<file path="config.mk">
export PLATFORM = sky130hd
export DESIGN_NAME = mcu_traffic_gen
export DESIGN_NICKNAME = d
export VERILOG_FILES = /design/src/rtl/mcu_tg_pkg.sv /design/src/rtl/mcu_tg_checker.sv /design/src/rtl/mcu_traffic_gen.sv
export SDC_FILE = /design/constraint.sdc
export NUM_CORES = 1
export LEC_CHECK = 0
export ABC_AREA = 0
export CORE_MARGIN = 2
export CORE_UTILIZATION = 60
export CTS_BUF_LIST = sky130_fd_sc_hd__clkbuf_4 sky130_fd_sc_hd__clkbuf_8 sky130_fd_sc_hd__clkbuf_16
export DETAILED_ROUTE_END_ITERATION = 16
export GPL_TIMING_DRIVEN = 0
export PLACE_DENSITY = 0.84
export SLEW_MARGIN = 20
export SYNTH_ARGS = -nofsm -noshare
export SYNTH_HDL_FRONTEND = slang
export SYNTH_SLANG_ARGS = --single-unit
export TNS_END_PERCENT = 5
</file>
<file path="constraint.sdc">
create_clock -name CLK_n -period 10.3 [get_ports CLK_n]
set_input_delay 1.03 -clock CLK_n [delete_from_list [all_inputs] [get_ports CLK_n]]
set_output_delay 1.03 -clock CLK_n [all_outputs]
set_load 0.01 [all_outputs]
</file>
<file path="src/rtl/mcu_tg_pkg.sv">
// Shared types and pattern helpers for the MCU random-port traffic generator.
package mcu_tg_pkg;

    localparam int unsigned TG_MAX_W = 128;
    localparam int unsigned LFSR_W   = 32;

    typedef enum logic [2:0] {
        ST_IDLE,
        ST_WRITE,
        ST_SWITCH,
        ST_READ,
        ST_DRAIN,
        ST_DONE
    } tg_state_e;

    localparam logic [1:0] TG_INC  = 2'd0;
    localparam logic [1:0] TG_INV  = 2'd1;
    localparam logic [1:0] TG_LFSR = 2'd2;
    localparam logic [1:0] TG_WALK = 2'd3;

    localparam logic [LFSR_W-1:0] LFSR_SEED = 32'd1;

    // Fibonacci LFSR, polynomial x^32 + x^22 + x^2 + x + 1
    function automatic logic [LFSR_W-1:0] tg_lfsr_next(input logic [LFSR_W-1:0] s);
        return {s[30:0], s[31] ^ s[21] ^ s[1] ^ s[0]};
    endfunction

    // Data word for a given index; callers truncate to their data width
    function automatic logic [TG_MAX_W-1:0] tg_pattern(input logic [1:0]          mode,
                                                        input logic [TG_MAX_W-1:0] idx,
                                                        input logic [LFSR_W-1:0]   lfsr,
                                                        input int unsigned         data_w);
        logic [TG_MAX_W-1:0] res;
        case (mode)
            TG_INC:  res = idx;
            TG_INV:  res = ~idx;
            TG_LFSR: res = TG_MAX_W'(lfsr);
            default: res = TG_MAX_W'(1) << (idx % TG_MAX_W'(data_w));
        endcase
        return res;
    endfunction

endpackage

</file>
<file path="src/rtl/mcu_tg_checker.sv">
// Read-data checker: delays expected values by READ_LAT and counts mismatches.
module mcu_tg_checker
    import mcu_tg_pkg::*;
#(
    parameter int unsigned ADDR_W   = 26,
    parameter int unsigned DATA_W   = 32,
    parameter int unsigned READ_LAT = 4
) (
    input  logic              CLK_n,
    input  logic              RST,
    input  logic              clear,
    input  logic              push,
    input  logic [DATA_W-1:0] push_exp,
    input  logic [ADDR_W-1:0] push_addr,
    input  logic [DATA_W-1:0] rd_data,
    output logic              idle,
    output logic [15:0]       err_count,
    output logic [ADDR_W-1:0] first_err_addr
);

    logic [READ_LAT-1:0] vld;
    logic [DATA_W-1:0]   exp_q [READ_LAT];
    logic [ADDR_W-1:0]   adr_q [READ_LAT];
    logic                mism_c;

    assign mism_c = vld[READ_LAT-1] && (rd_data != exp_q[READ_LAT-1]);

    // Payload shift, no reset needed: only vld qualifies it
    always_ff @(posedge CLK_n) begin
        for (int i = READ_LAT - 1; i > 0; i--) begin
            exp_q[i] <= exp_q[i-1];
            adr_q[i] <= adr_q[i-1];
        end
        exp_q[0] <= push_exp;
        adr_q[0] <= push_addr;
    end

    // idle lags by one cycle so DRAIN exits after the last compare has settled
    always_ff @(posedge CLK_n) begin
        if (!RST) begin
            vld            <= '0;
            idle           <= 1'b1;
            err_count      <= '0;
            first_err_addr <= '0;
        end else begin
            for (int i = READ_LAT - 1; i > 0; i--) begin
                vld[i] <= vld[i-1];
            end
            vld[0] <= push;
            idle   <= !push && (vld == '0);
            if (clear) begin
                err_count      <= '0;
                first_err_addr <= '0;
            end else if (mism_c) begin
                if (err_count != 16'hFFFF) begin
                    err_count <= err_count + 16'd1;
                end
                if (err_count == 16'd0) begin
                    first_err_addr <= adr_q[READ_LAT-1];
                end
            end
        end
    end

endmodule

</file>
<file path="src/rtl/mcu_traffic_gen.sv">
// Self-running write/read-back traffic generator for the MCU random-request port.
module mcu_traffic_gen
    import mcu_tg_pkg::*;
#(
    parameter int unsigned ADDR_W         = 26,
    parameter int unsigned DATA_W         = 32,
    parameter int unsigned N_WORDS        = 64,
    parameter int unsigned READ_LAT       = 4,
    parameter int unsigned REFRESH_PERIOD = 0
) (
    input  logic                CLK_n,
    input  logic                RST,
    input  logic                start,
    input  logic [ADDR_W-1:0]   base_addr,
    input  logic [1:0]          mode,
    output logic                rand_req,
    output logic                rand_req_we,
    output logic [DATA_W/8-1:0] rand_req_we_array,
    output logic [ADDR_W-1:0]   rand_req_address,
    output logic [DATA_W-1:0]   rand_req_datain,
    input  logic                rand_req_ack,
    input  logic [DATA_W-1:0]   user_req_dataout,
    output logic                refresh_strobe,
    output logic                busy,
    output logic                done,
    output logic                pass,
    output logic [15:0]         err_count,
    output logic [ADDR_W-1:0]   first_err_addr
);

    localparam int unsigned RC_W     = (REFRESH_PERIOD > 1) ? $clog2(REFRESH_PERIOD) : 1;
    localparam logic [ADDR_W-1:0] LAST_IDX = ADDR_W'(N_WORDS - 1);
    localparam logic [RC_W-1:0]   RC_LAST  = RC_W'(REFRESH_PERIOD - 1);
    localparam bit                REF_EN   = (REFRESH_PERIOD != 0);

    tg_state_e           state, state_d;
    logic [ADDR_W-1:0]   index, index_d;
    logic [ADDR_W-1:0]   base_q, base_d;
    logic [1:0]          mode_q, mode_d;
    logic [LFSR_W-1:0]   wr_lfsr, wr_lfsr_d, rd_lfsr, rd_lfsr_d;
    logic                clear_c, xfer_c, push_c, chk_idle;
    logic [DATA_W-1:0]   exp_c;
    logic [RC_W-1:0]     ref_cnt;

    assign xfer_c = rand_req && rand_req_ack;
    assign push_c = xfer_c && (state == ST_READ);
    assign exp_c  = DATA_W'(tg_pattern(mode_q, TG_MAX_W'(index), rd_lfsr, DATA_W));

    // Next-state, index and pattern-generator advance
    always_comb begin
        state_d   = state;
        index_d   = index;
        base_d    = base_q;
        mode_d    = mode_q;
        wr_lfsr_d = wr_lfsr;
        rd_lfsr_d = rd_lfsr;
        clear_c   = 1'b0;
        case (state)
            ST_IDLE, ST_DONE: begin
                if (start) begin
                    state_d   = ST_WRITE;
                    index_d   = '0;
                    base_d    = base_addr;
                    mode_d    = mode;
                    wr_lfsr_d = LFSR_SEED;
                    rd_lfsr_d = LFSR_SEED;
                    clear_c   = 1'b1;
                end
            end
            ST_WRITE: begin
                if (xfer_c) begin
                    wr_lfsr_d = tg_lfsr_next(wr_lfsr);
                    if (index == LAST_IDX) begin
                        state_d = ST_SWITCH;
                        index_d = '0;
                    end else begin
                        index_d = index + ADDR_W'(1);
                    end
                end
            end
            ST_SWITCH: state_d = ST_READ;
            ST_READ: begin
                if (xfer_c) begin
                    rd_lfsr_d = tg_lfsr_next(rd_lfsr);
                    if (index == LAST_IDX) begin
                        state_d = ST_DRAIN;
                        index_d = '0;
                    end else begin
                        index_d = index + ADDR_W'(1);
                    end
                end
            end
            ST_DRAIN: begin
                if (chk_idle) state_d = ST_DONE;
            end
            default: state_d = ST_IDLE;
        endcase
    end

    // State and registered request/status outputs
    always_ff @(posedge CLK_n) begin
        if (!RST) begin
            state             <= ST_IDLE;
            index             <= '0;
            base_q            <= '0;
            mode_q            <= TG_INC;
            wr_lfsr           <= LFSR_SEED;
            rd_lfsr           <= LFSR_SEED;
            rand_req          <= 1'b0;
            rand_req_we       <= 1'b0;
            rand_req_we_array <= '1;
            rand_req_address  <= '0;
            rand_req_datain   <= '0;
            busy              <= 1'b0;
            done              <= 1'b0;
            pass              <= 1'b0;
        end else begin
            state             <= state_d;
            index             <= index_d;
            base_q            <= base_d;
            mode_q            <= mode_d;
            wr_lfsr           <= wr_lfsr_d;
            rd_lfsr           <= rd_lfsr_d;
            rand_req          <= (state_d == ST_WRITE) || (state_d == ST_READ);
            rand_req_we       <= (state_d == ST_WRITE);
            rand_req_we_array <= '1;
            rand_req_address  <= base_d + index_d;
            rand_req_datain   <= DATA_W'(tg_pattern(mode_d, TG_MAX_W'(index_d), wr_lfsr_d, DATA_W));
            busy              <= (state_d != ST_IDLE) && (state_d != ST_DONE);
            done              <= (state_d == ST_DONE);
            pass              <= (state_d == ST_DONE) && (err_count == 16'd0);
        end
    end

    // Refresh strobe runs regardless of the traffic state
    always_ff @(posedge CLK_n) begin
        if (!RST) begin
            ref_cnt        <= '0;
            refresh_strobe <= 1'b0;
        end else if (REF_EN && (ref_cnt == RC_LAST)) begin
            ref_cnt        <= '0;
            refresh_strobe <= !refresh_strobe;
        end else begin
            ref_cnt        <= ref_cnt + RC_W'(1);
        end
    end

    mcu_tg_checker #(
        .ADDR_W   (ADDR_W),
        .DATA_W   (DATA_W),
        .READ_LAT (READ_LAT)
    ) u_checker (
        .CLK_n          (CLK_n),
        .RST            (RST),
        .clear          (clear_c),
        .push           (push_c),
        .push_exp       (exp_c),
        .push_addr      (rand_req_address),
        .rd_data        (user_req_dataout),
        .idle           (chk_idle),
        .err_count      (err_count),
        .first_err_addr (first_err_addr)
    );

endmodule

</file>
==> results.md, run 1 <==
* Relative slew margins at 0.280
* Buf+Inv Stages, Crit Path at 6
* Layout cells sized above 1 at 0.0737
* Fmax at 140 MHz
* TNS Setup at 0 ns
* Initial Utilization at 0.605
* Asr flop ratio synth at 0
* CP arrival at 7.57 ns
* Cell taking the most area after synthesis: dfxtp_1
* Post-synthesis compound-gate area fraction at 0.125
* CTS Buf Count at 43
* Worst slew pin tran at 1.07 ns
* Clock skew at 0.0229 ns
* Met1 WL at 20,300 um
* Main combinational cell family by area after synthesis: simple AND/OR/NAND/NOR gates
* WHS at between 0.3 and 0.4 ns
* Met2 routed WL at 21,700 um
* IO Count at 174
* Number of diodes at 0
* Combinational power share at 0.076
* Via density at between 5 and 6
* Max IR drop VDD at between 0.15 and 0.2 mV
* CP cell instances: clkdlybuf4s50_1 > nand2b_1 > nor3_1 > buf_4 > buf_1 > clkbuf_1 > clkbuf_1 > mux2i_1 > inv_1 > ha_1 > a21o_1 > a21o_1 > a211oi_1 > o31a_1 > o221ai_1 > a21boi_1 > o31ai_2 > a41o_1 > maj3_2 > o211ai_2 > a31oi_1 > xor2_1 > nor2_1
* Internal power at 2.93 mW
* Hold_buf cts at 0
* TritonCTS clock tree: yes
* Mux contribution to synthesized area at 0.0312
* Die area at 29,200 sq um
* Pre-Repair DR Iteration Count at 7
* Final min period at 7.16 ns
* Clk sinks at 463
* Post-CTS Setup Repair Bufs at 0
* MaxCap Viol Count at 0
* Final period utilization at 0.695
* H-tree levels at 2
* First-iteration detailed-routing DRC count at approximately 1.3k
* GPL Wtd Cong at 0.962
* Vias in the first global route at 12.4k
* Max clock buf depth at 3
* Gate Count Post-Synth at about 1.7k
* Total track usage at 0.315
* Top sig layer: met4
* Dpl hpwl at 33,700 um
* Hold_sp: u_checker.exp_q[0][11]
* Dominant synthesized flop cell: dfxtp_1
* Rows at 61
* Post-synthesis simple-gate area fraction at 0.157
* Crit end category: flop
* Number of synthesized flops with an enable pin at 0
* Switching portion of total power at 0.231
* HP Class: reg2reg
* Yosys top cell area share at 0.555
* Seq pwr share at 0.506
* CP peak stage delay at about 0.65 ns
* Netlist cell types at 90
* Post-synthesis xor/xnor area fraction at 0.0744
* WL final at 47,100 um
* Crit path required time at 10.72 ns
* Status: complete, no violations
* Cell area after synthesis at between 15,000 and 20,000 sq um
* Fillers at between 1.5k and 2k
* Max FO, Critical Path at 10
* DIE HEIGHT at roughly 170 um
* Synth area leaders: dfxtp_1 55%, nor2_1 6.0%, xor2_1 3.7%
* Die X at 171 um
* Area added between synthesis and finish at 21.7%
* Crit path kind: in2reg
* Final hold violation count at 0
* Slowest stage cell, crit path: clkbuf_1
* Net Sw Power at 0.880 mW
* Leak at 8.09 nW
* Syn avg cell area at approximately 10 sq um
* Fin. max-slew vios at 0
* Via count at 13.2k
* Cell Pwr Density at 187 nW/um^2
* Post-CTS resize count at 0
* Critical path origin: start
* Final Util at 0.736
* CP Launch Type: input port
* Initial antenna violation count at 1
* Final number of setup-violating endpoints at 0
* Worst R2R Start: state[0]
* Root Driver: clkbuf_16
* Commonest cells in the netlist: 463 x dfxtp_1, 265 x nor2_1, 146 x nand2_1
* Sequential element share of the synthesized area at 0.555
* Crit path max-delay family: buffers and inverters
* Clk pwr share at 0.419
* Core ar. at 27,600 sq um
* First-pass GRT wire length at 70,600 um
* Clock Latency Late Sink at 0.55 ns
* Fin nets at about 2k
* YS warnings at 0
* Clock slew at reported path FFs at 0.06 ns
* DR WL met3 at 3670 um
* Most common cell in the synthesized netlist: dfxtp_1
* Post-synthesis register bit count at around 460
* Routed Antenna Nets at 0
* Largest net degree at the start of global routing at 16
* Drt wl/cell at 20.3 um
* Post-Synth Adder-Cell Area at 0.0219
* Port bufs at 167
* DRC at 0
* Overflow after GRT at 0
* RSZ-0062 raised after global routing: false
[worst reg2reg max path, stage by stage, from the launching register on]
cell and delay, ns:
dfxtp_1 0.30, buf_2 0.16, nor2b_1 0.14, buf_2 0.18, nor3_1 0.23, buf_4 0.27, buf_1 0.53, clkbuf_1 0.65
clkbuf_1 0.57, mux2i_1 0.49, inv_1 0.10, ha_1 0.30, a21o_1 0.18, a21o_1 0.19, a211oi_1 0.27, o31a_1 0.25
o221ai_1 0.13, a21boi_1 0.20, o31ai_2 0.13, a41o_1 0.30, maj3_2 0.34, o211ai_2 0.21, a31oi_1 0.14, xor2_1 0.16
nor2_1 0.06
[metrics by stage]
stage | cells | power [mW] | area (sq um) | setup WS [ns]
detailed placement | 2239 | 2.24 | 18900 | 2.81
floorplan | 1693 | 2.11 | 16700 | 4.71
global placement | 2238 | 2.23 | 18900 | 2.81
finish | 2317 | 3.81 | 20300 | 3.14
global route | 2317 | 3.92 | 20300 | 2.84
CTS | 2317 | 3.82 | 20300 | 3.27
[final timing paths]
kind	end	cells after the start	slack [ns]
worst max-delay path	rand_req_address[19]	23	3.14
worst min-delay path	u_checker.exp_q[1][11]	0	0.30
worst max register to register	rand_req_address[19]	24	3.71
worst min register to register	u_checker.exp_q[1][11]	0	0.30
[registers in the layout (all words and copies together), names as in the netlist]
signal,flops
base_q,26
busy,1
done,1
index,26
mode_q,2
pass,1
rand_req,1
rand_req_address,26
rand_req_datain,32
rand_req_we,1
rd_lfsr,32
state,3
u_checker.adr_q,104
u_checker.err_count,16
u_checker.exp_q,128
u_checker.first_err_addr,26
u_checker.idle,1
u_checker.vld,4
wr_lfsr,32
[cell families (layout without fill, tap and decap cells)]
kind of cell	Yosys count	after routing
xor+xnor	141	141
other cells	2	5
mux	52	52
compound gates	290	290
buf+inv	134	380
fa+ha+maj	31	31
simple gates	577	577
flops	463	463
[placed cells by master (no fill, tap or decap), types with 7 or more instances in the layout]
cell type	n
a221o_1	9
nor4_1	15
and2_1	32
o21ai_1	7
a211oi_1	7
nand4_1	14
o21a_1	10
o221ai_1	17
nor2b_1	13
clkbuf_1	75
a31oi_1	12
clkdlybuf4s50_1	167
mux2i_1	52
clkbuf_4	11
maj3_1	10
nand2b_1	8
xnor2_1	69
buf_2	8
o21ai_0	21
clkbuf_16	44
buf_4	7
inv_1	32
nor3_1	23
clkbuf_8	7
dfxtp_1	463
a21o_1	9
xor2_1	71
o22ai_1	26
ha_1	16
a21oi_1	81
nor2_1	265
nand2_1	146
a22oi_1	31
nand3_1	22
[metal layers]
| metal | track usage | up-vias |
|---|---|---|
| li1 | - | 6176 |
| met1 | 0.424 | 6283 |
| met2 | 0.524 | 641 |
| met3 | 0.0500 | 118 |
| met4 | 0.0987 | 0 |
| met5 | 0 | - |
[power by group through the flow]
stage / sequential, mW / combinational (mW) / clock [mW]
final: 1.93 / 0.288 / 1.59
after global routing: 1.93 / 0.311 / 1.68
after CTS: 1.93 / 0.283 / 1.61
after detailed placement: 1.96 / 0.280 / 0
after global placement: 1.96 / 0.275 / 0
after floorplan: 1.95 / 0.159 / 0
[area by class of cell]
type | count | area (sq um) | area share
well taps | 378 | 473 | 0.0233
plain buffers | 101 | 452 | 0.0222
inverters | 33 | 124 | 0.00609
multi-input cells | 1096 | 6890 | 0.339
clock buffers | 62 | 1280 | 0.0629
flip-flops and latches | 463 | 9270 | 0.456
repair buffers | 168 | 1680 | 0.0826
clock inverters | 16 | 168 | 0.00825
Power figures use the tool's default switching activity.
==> inputs of run 2 (changes only) <==
Settings changed: CORE_UTILIZATION 60 to 51, PLACE_DENSITY 0.84 to 0.76.
Clock period 10.3 ns to 5.8 ns, I/O delays scaled along.
==> run 2 against run 1 <==
Compared with the run above:
- register-to-register slack lost 3.5 ns
- largest power group unchanged
- final area grew 1.2%
- final cell count grew 2.8%
- die area grew 17%
- worst hold slack gained 0.015 ns
==> results.md, run 2 (synthesized netlist as in run 1, its figures left out) <==
* Status: complete, no violations
* Final Instance Area at 20,600 sq um
* Worst R2R Start: state[2]
* Leak at between 8 and 9 nW
* Most common cell after layout, fill and taps aside: dfxtp_1
* Crit end category: flop
* RSZ-0062 raised after global routing: false
* Internal power at around 5.4 mW
* CP peak stage delay at 0.55 ns
* Fin. max-slew vios at 0
* Most flop-heavy register: u_checker.exp_q
* Fmax at 180 MHz
* Slowest stage cell, crit path: clkdlybuf4s50_1
* GPL Wtd Cong at 0.963
* Fin cells at 2,383
* Via count at 12.6k
* Rows at 66
* Core ar. at 32,400 sq um
* Pre-Repair DR Iteration Count at 5
* Buf+Inv Stages, Crit Path at 6
* Initial antenna violation count at 3
* Hold endpoint: u_checker.exp_q[1][10]
* Drt wl/cell at 18.9 um
* Clk pwr share at 0.438
* Combinational power share at 0.073
* Routed Antenna Nets at 0
* WHS Path Cells at 0
* MaxCap Viol Count at 0
* Clk sinks at 463
* Largest net degree at the start of global routing at 20
* Die X at about 180 um
* Top flop regs: u_checker.exp_q: 128 flops, u_checker.adr_q: 104 flops
* Total track usage at 0.259
* Port bufs at 167
* Final Power at 6.97 mW
* H-tree levels at 2
* DRC at 0
* Most frequent cells in the layout: 463 x dfxtp_1, 265 x nor2_1, 167 x clkdlybuf4s50_1, 146 x nand2_1, 81 x a21oi_1
* HP Class: reg2reg
* CTS Buf Count at 45
* Hold_buf cts at 0
* PnR worst setup slack at 0.235 ns
* Pre-CTS WS at -1.47 ns
* Net Sw Power at 1.58 mW
* Multi-input logic area at 6900 sq um
* Fillers at 2,661
* Max FO, Critical Path at 19
* Cell Pwr Density at around 340 nW/um^2
* Final period utilization at 0.959
* Seq pwr share at 0.490
* Crit path kind: in2reg
* Reg2reg end: rand_req_address[14]
* Overflow after GRT at 0
* First-iteration detailed-routing DRC count at about 900
* WL final at roughly 45,000 um
* TritonCTS clock tree: yes
* Relative slew margins at 0.207
* Placed Instances at 2,303
* Root Driver: clkbuf_16
* CP arrival at 5.99 ns
* Fin nets at 1,988
* Crit path required time at 6.22 ns
* Switching portion of total power at 0.227
* CP Launch Type: input port
* Vias in the first global route at approximately 12k
* Largest register FFs at 128
* Initial Utilization at 0.516
* DIE HEIGHT at approximately 180 um
* Worst reg2reg path depth at 22
* Crit path max-delay family: adder cells
* Stages on worst setup path at 24
* Clock skew at 0.0191 ns
* Final min period at 5.56 ns
* Final hold violation count at 0
* Final number of setup-violating endpoints at 0
* Storage element area at 9270 sq um
* Max clock buf depth at 3
* R2R Setup Slk at ~0.25 ns
* Dpl hpwl at around 34,000 um
* First-pass GRT wire length at 68,600 um
* Hold_sp: u_checker.exp_q[0][10]
* Worst slew pin tran at 1.18 ns
* Clock slew at reported path FFs at 0.07 ns
* Layout cells sized above 1 at 0.0768
* IO Count at approximately 170
* CP cell instances: clkdlybuf4s50_1 > nand2b_1 > nor3_1 > buf_6 > clkbuf_4 > clkbuf_4 > nand2_1 > nand2_1 > ha_1 > inv_1 > fa_1 > nor2b_1 > o21a_1 > nor2_1 > maj3_1 > o22ai_1 > a2111o_1 > nand3_1 > a22oi_2 > inv_1 > maj3_1 > maj3_2 > xnor2_1 > nor2_1
* Max IR drop VDD at 0.210 mV
* Clock Latency Late Sink at 0.56 ns
* Area added between synthesis and finish at 23.2%
* Die area at 34,200 sq um
* Via density at 5.30
* Placed instance area at 19,000 sq um
-- run 2: changes by cell type in the layout (fill, tap and decap cells not counted), sizes merged --
| cell | previous run | this run |
|---|---|---|
| bufinv | 2 | 5 |
| clkbuf | 139 | 137 |
| clkinv | 9 | 10 |
| clkinvlp | 3 | 1 |
| diode | 0 | 2 |
-- run 2: repair_timing --
action / in CTS / in global routing
setup buffers: 1 / 0
pin swaps: 1 / 0
resized for setup: 4 / 7
endpoints found under the setup margin: 17 / 8
-- run 2: layout make-up --
cell class	count	share of cell area
Sequential cell	463	0.451
Multi-Input combinational cell	1096	0.336
Timing Repair Buffer	169	0.0820
Clock buffer	61	0.0639
Tap cell	442	0.0269
Buffer	99	0.0222
Clock inverter	18	0.0126
Inverter	33	0.00602
Antenna cell	2	0.000243
-- run 2: how the worst max path moves through the flow --
stage               startpoint              endpoint  slack (ns)
floorplan                start  rand_req_address[14]        0.66
global placement         start  rand_req_address[14]       -1.42
detailed placement       start  rand_req_address[19]       -1.47
CTS                   index[5]  rand_req_address[14]        0.05
global route          state[2]  rand_req_address[14]        0.01
finish                   start  rand_req_address[14]        0.24
-- run 2: metal layers --
layer | vias to the layer above | global-route usage | wire (um)
met1 | 5929 | 0.356 | 20300
met3 | 87 | 0.0452 | 3300
met4 | 2 | 0.0781 | 1110
met2 | 445 | 0.418 | 20200
li1 | 6178 | - | -
met5 | - | 0 | 9
-- run 2: stage by stage --
| stage | TNS [ns] | hold WS (ns) | utilization |
|---|---|---|---|
| after floorplan | 0 | 0.310 | - |
| after global placement | -18.28 | 0.310 | 0.585 |
| after detailed placement | -19.09 | 0.312 | 0.586 |
| after CTS | 0 | 0.322 | 0.635 |
| after global routing | 0 | 0.322 | 0.635 |
| final | 0 | 0.319 | 0.636 |
-- run 2: power groups by stage --
| stage | clock [mW] | combinational [mW] | sequential [mW] |
|---|---|---|---|
| floorplan | 0 | 0.282 | 3.47 |
| global placement | 0 | 0.494 | 3.47 |
| detailed placement | 0 | 0.496 | 3.48 |
| CTS | 3.10 | 0.503 | 3.41 |
| global route | 3.22 | 0.548 | 3.42 |
| finish | 3.05 | 0.507 | 3.41 |
-- run 2: worst reg2reg max path: cells and delay by family, from the launching register on --
| kind | cells | cell delay [ns] |
|---|---|---|
| buf+inv | 5 | 1.08 |
| xor+xnor | 1 | 0.13 |
| compound gates | 5 | 1.35 |
| simple gates | 6 | 0.90 |
| fa+ha+maj | 5 | 1.63 |
| flops | 1 | 0.33 |
==> inputs of run 3 (changes only) <==
Settings changed: ABC_AREA 0 to not set, PLACE_DENSITY 0.76 to 0.79.
==> run 3 against run 2 <==
Compared with the run above:
- count of clock-buffer cells in the layout down 3
- flip-flop and latch count did not move
- critical path type is now reg2reg
- clock skew down 0.0052 ns
- via count grew 1.4%
- critical endpoint unchanged
- routed wire length rose by 2.8%
- clock power decreased by 3%
- sequential share of layout area about the same
- maximum frequency up 1.2%
==> results.md, run 3 (synthesized netlist as in run 1, its figures left out) <==
* Max IR drop VDD at 0.194 mV
* Max FO, Critical Path at 19
* WHS at between 0.3 and 0.4 ns
* Combinational power share at 0.075
* First-pass GRT wire length at about 71,000 um
* Core ar. at 32,400 sq um
* Cell Pwr Density at 335 nW/um^2
* Overflow after GRT at 0
* Most common cell after layout, fill and taps aside: dfxtp_1
* Final min period at 5.50 ns
* Rows at 66
* Port bufs at 167
* TritonCTS clock tree: yes
* RSZ-0062 raised after global routing: true
* Layer with the highest usage: met2
* Most flop-heavy register: u_checker.exp_q
* MaxCap Viol Count at 0
* Placed Instances at 2,303
* CP peak stage delay at ~0.46 ns
* Worst slew pin tran at 1.02 ns
* Final period utilization at 0.948
* Initial antenna violation count at 1
* Root Driver: clkbuf_16
* Crit end category: flop
* First-iteration detailed-routing DRC count at 1,021
* H-tree levels at 2
* Fin nets at 1,992
* Crit path kind: reg2reg
* Clock Latency Late Sink at 0.56 ns
* GR Util met3 at 0.0509
* Final hold violation count at 0
* Net Sw Power at around 1.6 mW
* CTS Buf Count at 45
* Internal power at 5.31 mW
* DRC at 0
* DIE HEIGHT at 185 um
* Die area at roughly 34,000 sq um
* CP arrival at slightly below 6 ns
* Crit path max-delay family: compound AO/OA/AOI/OAI gates
* PnR worst setup slack at 0.300 ns
* Final number of setup-violating endpoints at 0
* Slowest stage cell, crit path: dfxtp_1
* Layout cells sized above 1 at 0.0822
* Buf+Inv Stages, Crit Path at 4
* Top flop regs: u_checker.exp_q: 128 flops, u_checker.adr_q: 104 flops
* Area added between synthesis and finish at 23.3%
* Via density at roughly 5.4
* CP cell instances: ha_1 > nand3_1 > o41ai_4 > buf_4 > buf_6 > a21oi_1 > o21ai_0 > o31a_1 > inv_1 > ha_1 > o21a_1 > nor2_1 > maj3_1 > o22ai_1 > a2111o_1 > nand3_1 > a22oi_2 > inv_1 > maj3_1 > maj3_2 > xnor2_1 > nor2_1
* Vias in the first global route at around 13k
* Most frequent cells in the layout: 463 x dfxtp_1, 265 x nor2_1, 167 x clkdlybuf4s50_1, 146 x nand2_1, 81 x a21oi_1
* Relative slew margins at 0.314
* Initial Utilization at 0.516
* Largest net degree at the start of global routing at 20
* Number of diodes at 0
* Pre-CTS WS at -1.77 ns
* IO Count at 174
* Die X at around 180 um
* Fmax at about 180 MHz
* Fin. max-slew vios at 0
* Dpl hpwl at 34,400 um
* Switching portion of total power at 0.230
* Largest register FFs at 128
* Status: complete, no violations
* Fillers at 2,658
* Pre-Repair DR Iteration Count at 5
* HP Class: reg2reg
* Total track usage at 0.269
* Leak at approximately 8.2 nW
* Clock slew at reported path FFs at ~0.06 ns
* Routed Antenna Nets at 0
* Global Route met1 Usage at 0.361
* Crit path required time at approximately 6.2 ns
* Clock skew at 0.0139 ns
* Clk pwr share at 0.430
* Max clock buf depth at 3
* Clk sinks at 463
* WL final at 46,200 um
* M2 GR Usage at 0.442
* GPL Wtd Cong at between 0.9 and 1
* Fin cells at around 2.4k
* Seq pwr share at 0.495
* Drt wl/cell at 19.3 um
* Final Power at ~6.9 mW
* CP Launch Type: flop
* Via count at 12.8k
-- run 3: cell count changes in the layout (fill, tap and decap cells not counted), sizes merged --
cell and change:
clkinv +4, clkbuf -4, bufinv -1, diode -2, buf +5, clkinvlp +3
-- run 3: layer usage --
layer  routed length [um]  share of wire
met2                21400           0.46
met1                20500           0.44
met3                 3190          0.069
met4                 1060          0.023
met5                    0              0
-- run 3: per-stage QoR --
step,setup TNS [ns],util,instance area [sq um]
finish,0,0.636,20600
global placement,-20.06,0.585,18900
floorplan,0,-,16700
detailed placement,-23.13,0.586,19000
global route,-0.00671,0.636,20600
CTS,0,0.634,20500
-- run 3: timing repair --
| action | 4_1_cts | 5_1_grt |
|---|---|---|
| pin swaps | 1 | 0 |
| setup buffers | 2 | 3 |
| gates resized for setup | 6 | 10 |
| gates cloned | 0 | 0 |
| hold buffers | 0 | 0 |
| endpoints found under the setup margin | 18 | 9 |
-- run 3: power by group through the flow --
stage          combinational [mW]  sequential [mW]  clock, mW
2_1_floorplan               0.282             3.47          0
3_5_place_dp                0.499             3.48          0
3_3_place_gp                0.494             3.47          0
4_1_cts                     0.508             3.41       3.02
5_1_grt                     0.558             3.43       3.15
6_report                    0.515             3.41       2.97
-- run 3: layout make-up --
class,count,area (sq um),area share
repair buffers,173,1720,0.0834
well taps,442,553,0.0269
flip-flops and latches,463,9270,0.450
clock inverters,24,272,0.0132
clock buffers,58,1270,0.0616
inverters,33,124,0.00602
plain buffers,99,458,0.0222
multi-input cells,1096,6930,0.336
-- run 3: worst paths after layout --
kind              slack, ns  cells after the start                     to             startpoint
setup / recovery       0.30                     22   rand_req_address[14]               index[1]
hold / removal         0.32                      0  u_checker.adr_q[2][6]  u_checker.adr_q[1][6]
setup reg to reg       0.30                     22   rand_req_address[14]               index[1]
hold reg to reg        0.32                      0  u_checker.adr_q[2][6]  u_checker.adr_q[1][6]
-- run 3: worst register-to-register path, delay by kind of cell, from the launching register on --
family	cells	cell delay (ns)
compound gates	8	1.89
fa+ha+maj	5	1.76
buf+inv	4	0.62
simple gates	4	0.51
flops	1	0.46
xor+xnor	1	0.14
